<file path="src/rtl/tt_um_erickespa_sender.sv">
// Serial code transmitter: shifts a 1-8 bit code LSB first on a valid/bit pair,
// then collects the checker's verdict (approved, rejected or timeout).
module tt_um_erickespa_sender #(
   parameter int TIMEOUT = 15
) (
   input  logic       clk,
   input  logic       rst_n,
   input  logic       ena,
   input  logic [7:0] ui_in,
   input  logic [7:0] uio_in,
   output logic [7:0] uo_out,
   output logic [7:0] uio_out,
   output logic [7:0] uio_oe
);

   typedef enum logic [2:0] {
      S_IDLE, S_SEND, S_GAP, S_WAIT, S_DONE
   } state_t;

   localparam logic [3:0] TMO = 4'(TIMEOUT);

   state_t     state, state_n;
   logic       start_q;
   logic [7:0] code, code_n;
   logic [3:0] len, len_n;
   logic [2:0] idx, idx_n, idx_inc;
   logic [3:0] tcnt, tcnt_n, tcnt_inc;
   logic       tx_v, tx_v_n, tx_d, tx_d_n;
   logic       busy, busy_n, done, done_n;
   logic [1:0] result, result_n, rej_cnt, rej_cnt_n;
   logic       start_ev;
   logic [1:0] resp;
   logic       unused_ok;

   assign start_ev  = uio_in[7] & ~start_q;
   assign resp      = uio_in[1:0];
   assign idx_inc   = idx + 3'd1;
   assign tcnt_inc  = tcnt + 4'd1;
   assign unused_ok = &{1'b0, ena, uio_in[3:2]};

   always_comb begin
      state_n   = state;
      code_n    = code;
      len_n     = len;
      idx_n     = idx;
      tcnt_n    = tcnt;
      tx_v_n    = tx_v;
      tx_d_n    = tx_d;
      busy_n    = busy;
      done_n    = done;
      result_n  = result;
      rej_cnt_n = rej_cnt;
      case (state)
         S_IDLE, S_DONE: begin
            // rej_cnt is deliberately kept across frames
            if (start_ev) begin
               state_n  = S_SEND;
               code_n   = ui_in;
               len_n    = {1'b0, uio_in[6:4]} + 4'd1;
               idx_n    = 3'd0;
               tx_v_n   = 1'b1;
               tx_d_n   = ui_in[0];
               busy_n   = 1'b1;
               done_n   = 1'b0;
               result_n = 2'b00;
            end
         end
         S_SEND: begin
            if ({1'b0, idx} == len - 4'd1) begin
               state_n = S_GAP;
               tx_v_n  = 1'b0;
               tx_d_n  = 1'b0;
            end else begin
               idx_n  = idx_inc;
               tx_d_n = code[idx_inc];
            end
         end
         S_GAP, S_WAIT: begin
            // A verdict beats a timeout landing on the same edge
            if (resp == 2'b11) begin
               state_n   = S_DONE;
               result_n  = 2'b11;
               rej_cnt_n = 2'b00;
               busy_n    = 1'b0;
               done_n    = 1'b1;
            end else if (resp == 2'b10) begin
               state_n   = S_DONE;
               result_n  = 2'b10;
               rej_cnt_n = (rej_cnt == 2'b11) ? 2'b11 : rej_cnt + 2'b01;
               busy_n    = 1'b0;
               done_n    = 1'b1;
            end else if (state == S_GAP) begin
               state_n = S_WAIT;
               tcnt_n  = 4'd0;
            end else if (tcnt_inc == TMO) begin
               state_n  = S_DONE;
               result_n = 2'b01;
               busy_n   = 1'b0;
               done_n   = 1'b1;
            end else begin
               tcnt_n = tcnt_inc;
            end
         end
         default: state_n = S_IDLE;
      endcase
   end

   always_ff @(posedge clk) begin
      if (!rst_n) begin
         state   <= S_IDLE;
         start_q <= 1'b0;
         code    <= 8'd0;
         len     <= 4'd0;
         idx     <= 3'd0;
         tcnt    <= 4'd0;
         tx_v    <= 1'b0;
         tx_d    <= 1'b0;
         busy    <= 1'b0;
         done    <= 1'b0;
         result  <= 2'b00;
         rej_cnt <= 2'b00;
      end else begin
         state   <= state_n;
         start_q <= uio_in[7];
         code    <= code_n;
         len     <= len_n;
         idx     <= idx_n;
         tcnt    <= tcnt_n;
         tx_v    <= tx_v_n;
         tx_d    <= tx_d_n;
         busy    <= busy_n;
         done    <= done_n;
         result  <= result_n;
         rej_cnt <= rej_cnt_n;
      end
   end

   assign uo_out  = {rej_cnt, result, done, busy, tx_d, tx_v};
   assign uio_out = 8'd0;
   assign uio_oe  = 8'd0;

endmodule

</file>
<file path="config.mk">
export PLATFORM = sky130hd
export DESIGN_NAME = tt_um_erickespa_sender
export DESIGN_NICKNAME = d
export VERILOG_FILES = /design/src/rtl/tt_um_erickespa_sender.sv
export SDC_FILE = /design/constraint.sdc
export NUM_CORES = 1
export LEC_CHECK = 0
export ABC_CLOCK_PERIOD_IN_PS = 5300
export CELL_PAD_IN_SITES_DETAIL_PLACEMENT = 1
export CELL_PAD_IN_SITES_GLOBAL_PLACEMENT = 1
export CORE_ASPECT_RATIO = 1.4
export CORE_UTILIZATION = 38
export CTS_CLUSTER_SIZE = 14
export DETAILED_ROUTE_END_ITERATION = 6
export GPL_TIMING_DRIVEN = 0
export PLACE_DENSITY_LB_ADDON = 0.1
export RECOVER_POWER = 100
export SYNTH_ARGS = -nofsm -noshare
export SYNTH_HDL_FRONTEND = slang
export SYNTH_SLANG_ARGS = --single-unit
</file>
<file path="constraint.sdc">
create_clock -name clk -period 5.3 [get_ports clk]
set_input_delay 1.06 -clock clk [delete_from_list [all_inputs] [get_ports clk]]
set_output_delay 1.06 -clock clk [all_outputs]
set_load 0.01 [all_outputs]
</file>
# Word level (Yosys, flattened, before mapping)
# Index checks and enable logic that the tools add are counted.
[word_totals]
register_bits = 31
output_inout_bits = 24
inputBits = 19
elab_cells = 92
[op_classes]
add_sub_neg = 5
n_reduce_logical = 14
n_eq_ne = 16
n_mux = 40
bitwise_logic = 4
magnitude_cmp = 1
[op_table]
columns = ["op", "count"]
rows = [
  ["two-way mux 3 bit", 8],
  ["two-way mux 2 bit", 8],
  ["two-way mux 1 bit", 14],
  ["case mux 3 bit (3 select lines)", 1],
  ["AND reduction 3 bit", 3],
  ["two-way mux 4 bit", 2],
  ["inequality test 2 bit, second input constant", 4],
  ["inequality test 4 bit, second input constant", 2],
  ["case mux 1 bit (2 select lines)", 4],
  ["AND reduction 4 bit", 2],
  ["== test 2 bit, second input constant", 3],
  ["== test 3 x 2 -> 1 bit, second input constant", 2],
  ["case mux 3 bit (2 select lines)", 1],
  ["AND reduction 2 bit", 3],
  ["nonzero test 2 bit", 3],
  ["inequality test 5 bit, second input constant", 1],
  ["adder 3 x 1 -> 4 bit, second input constant", 1],
  ["adder 4 x 1 -> 4 bit, second input constant", 1],
  ["== test 3 x 4 -> 1 bit", 1],
  ["== test 4 bit, second input constant", 1],
  ["less-than comparator 3 x 4 -> 1 bit, second input constant", 1],
  ["case mux 2 bit (2 select lines)", 1],
  ["OR reduction 2 bit", 2],
  ["subtractor 4 x 1 -> 4 bit, second input constant", 1],
  ["other kinds (8)", 10],
]

# Longest topological paths before layout
[depth]
word_depth = 7
mapped_depth = 7

# Worst setup path before layout
# No wires, ideal clock.
[synth_path]
path_type = "input-to-reg"
from = "in uio_in[7]"
to = "reg code[1]"
arrival_ns = 1.984
setup_time_ns = 0.071
slack_ns = 3.245
stages = 6
path_cell_list = "nor2b_1 > and2_1 > buf_2 > clkbuf_1 > nand2_1 > a21oi_1"
[synth_via]
elab_chain_len = 2
[synth_rtl]
columns = ["item", "line", "rtl"]
rows = [
  ["start, declared", "10", "input logic [7:0] uio_in,"],
  ["bitwise AND 1 bit", "35", "assign start_ev = uio_in[7] & ~start_q;"],
  ["AND reduction 2 bit (no source line)", "n/a", ""],
  ["end signal, assigned", "125", "code <= code_n;"],
  ["end, declared", "24", "logic [7:0] code, code_n;"],
]
# No other way between the ends.
# A chain may end at the register's enable or synchronous reset.

# Worst setup path in the final report
[layout_path]
from = "in uio_in[7]"
to = "reg code[5]"
# Same word-level chain as after synthesis.

==> run_results.csv <==
group,metric,value,unit
yosys,syn-cell-area,0.00166,mm^2
timing,fin_worst_skew,0.00555,ns
grt,grt_pass1_wl,6700,um
power_and_ir_drop,intPower,381,uW
cells_and_area,ff_latch_area,621,um^2
power_and_ir_drop,sw_frac_of_total,27.0,%
floorplan,io_pins,43,
power_and_ir_drop,power.density,251,mW/mm^2
yosys,yosysSeqAreaShare,37.4,%
clocking,cts_inserted_buffers,5,
power_and_ir_drop,ir_worst_vdd,145,uV
setup_path,critical_path.max_fanout,10,
clocking,clk_pin_slew,0.06,ns
place,pre_cts_ws,2.42,ns
floorplan,die_y,80.2,um
cells_and_area,multi_input_area,903,um^2
timing,hold_slack,0.455,ns
outcome,violations,"DRC",
yosys,synth_cell_types,45,
floorplan,core_area,0.00420,mm^2
power_and_ir_drop,p_leak,0.920,nW
grt,grt_usage,18.6,%
setup_path,required,5.51,ns
place,port_buffers,23,
timing,setup_tns,0,ns
place,dp.final_hpwl,2900,um
grt,grt_max_degree,11,
timing,setup_slack,2.50,ns
yosys,postSynthCellCount,199,
timing,period_needed,2.80,ns
floorplan,die_area,0.00464,mm^2
floorplan,start_util,39.5,%
run,drv_cap,0,
yosys,ys_seq_elements,31,
cells_and_area,nFillCells,544,
outcome,status,"finished with violations",
yosys,synth-edff-count,0,
clocking,clock_sinks,31,
cells_and_area,area_growth,25.5,%
clocking,clk_latency,0.28,ns
power_and_ir_drop,seqPwrFrac,48.5,%
drt,drtIter0Drc,49,
yosys,syn_area_per_cell,8.34,um^2
timing,hold_viol,0,
timing,layout_worst_path_cycle_share,52.8,%
floorplan,dieWidth,57.9,um
clocking,cts_tree,"built",
timing,worstMarginPinSlew,0.682,ns
yosys,netlist.area_leader.share,37.4,%
setup_path,start_kind,"primary input",
timing,drv_slew,0,
clocking,h-tree-depth,2,
cells_and_area,utilization,49.6,%
setup_path,critPathArrivalTime,3.01,ns
cells_and_area,antenna_cells,0,
drt,routedWlPerCell,13.1,um
setup_path,critPathKind,"in2reg",
clocking,cts_setup_buffers,0,
yosys,synth.area.top_cells,"dfxtp_1 (37%), buf_4 (9.0%), nand2_1 (7.2%), a21oi_1 (4.8%), ha_1 (3.8%)",
yosys,ys_top_cells_by_count,"nand2_1 (32), dfxtp_1 (31), buf_4 (20)",
clocking,postCtsHoldBufs,0,
clocking,cts_buffer_depth,2,
cells_and_area,drive_gt1_share,12.7,%
power_and_ir_drop,comb_power_share,17.3,%
grt,grt_antenna_before_repair,0,
drt,vias,1475,
hold_path,hp-class,"reg2reg",
drt,avgViaCountPerCell,5.09,
drt,wl,3790,um
timing,finalSetupViolations,0,
grt,first_global_vias,1439,
drt,drc_errors,1,
yosys,synth_ff_type,"dfxtp_1",
yosys,yosysTopAreaCell,"dfxtp_1",
timing,rsz0062_at_grt,"no",
grt,overflow,0,
yosys,async_flop_share,0,%
power_and_ir_drop,power_switching,141,uW
timing,max_freq,357,MHz
drt,drt.antenna.violating_nets,0,
drt,firstDrtPassIters,6,
clocking,cts-root-buf,"clkbuf_8",
yosys,yosysWarnings,0,
yosys,synth_most_common_cell,"nand2_1",
cells_and_area,layout.nets,268,
place,gp_congestion,0.757,
timing,slew_headroom,54.2,%
power_and_ir_drop,clkPwrFrac,34.2,%
setup_path,crit_path_end_kind,"register",
clocking,cts-resized-gates,0,
floorplan,num_rows,28,
==> critical path, cell delays in order <==
cell and delay, ns:
dlygate4sd3_1 0.55, nor2b_1 0.25, and2_0 0.16, clkbuf_1 0.34, clkbuf_1 0.40, nand2_1 0.11
a21oi_1 0.13
==> through the flow <==
step / power, mW / area [um^2] / instances
global route: 0.550 / 2080 / 290
global placement: 0.350 / 2000 / 282
CTS: 0.527 / 2080 / 290
floorplan: 0.319 / 1720 / 214
finish: 0.522 / 2080 / 290
detailed placement: 0.351 / 2000 / 282
==> cells in the final DEF, fill, tap and decap left out, types with 8 or more instances in the layout <==
cell type        synthesis  routed
nor2_1                  10      10
a21oi_1                 16      16
clkdlybuf4s50_1          0      12
dlygate4sd3_1            0      11
nand2_1                 32      32
o21ai_0                  8       8
conb_1                   1      16
dfxtp_1                 31      31
clkbuf_1                 4       8
nor2b_1                 10      10
buf_4                   20      20
==> per-layer routing <==
metal | global-route usage [%] | wire, um | up-vias | share of wire [%]
met1 | 20.5 | 1520 | 699 | 40
met2 | 34.5 | 2130 | 19 | 56
met4 | 5.00 | 46 | 0 | 1.2
met3 | 4.83 | 92 | 6 | 2.4
met5 | 0 | 0 | - | 0
li1 | - | - | 751 | -
==> area by class of cell <==
cell class | instances | area share (%)
buffer | 26 | 8.29
clock buffer | 7 | 3.66
clock inverter | 1 | 0.240
inverter | 5 | 0.901
multi-input combinational | 152 | 43.4
sequential | 31 | 29.8
tap | 45 | 2.70
timing repair buffer | 23 | 11.1
==> power groups by stage <==
| stage | Sequential [mW] | Clock [mW] | Combinational [mW] |
|---|---|---|---|
| 6_report | 0.253 | 0.179 | 0.0902 |
| 5_1_grt | 0.255 | 0.193 | 0.102 |
| 4_1_cts | 0.254 | 0.180 | 0.0928 |
| 3_5_place_dp | 0.259 | 0 | 0.0924 |
| 3_3_place_gp | 0.258 | 0 | 0.0914 |
| 2_1_floorplan | 0.256 | 0 | 0.0634 |
==> path summary, 6_finish.rpt <==
check | from | endpoint | slack, ns | depth (start not counted)
min | code[3]$_SDFFE_PN0P_ | code[3]$_SDFFE_PN0P_ | 0.45 | 2
min reg2reg | code[3]$_SDFFE_PN0P_ | code[3]$_SDFFE_PN0P_ | 0.45 | 2
max reg2reg | len[0]$_SDFFE_PN0P_ | tx_d$_SDFFE_PN0P_ | 3.28 | 7
max | uio_in[7] | code[5]$_SDFFE_PN0P_ | 2.50 | 7
==> cells by family after synthesis <==
family	share of synthesized area [%]
AO/OA/AOI/OAI	18.5
XOR/XNOR	2.11
adder cells (fa/ha/maj)	3.77
buffers and inverters	11.6
flip-flops	37.4
multiplexers	3.32
other	0.226
AND/OR/NAND/NOR	23.1
==> sequential cells by signal, indices dropped and copies added, names as in the netlist <==
| register | flops |
|---|---|
| rej_cnt | 2 |
| busy | 1 |
| code | 8 |
| start_q | 1 |
| len | 4 |
| tcnt | 4 |
| result | 2 |
| done | 1 |
| state | 3 |
| tx_v | 1 |
| tx_d | 1 |
| idx | 3 |
No activity file was read; power rests on OpenSTA's default activity.
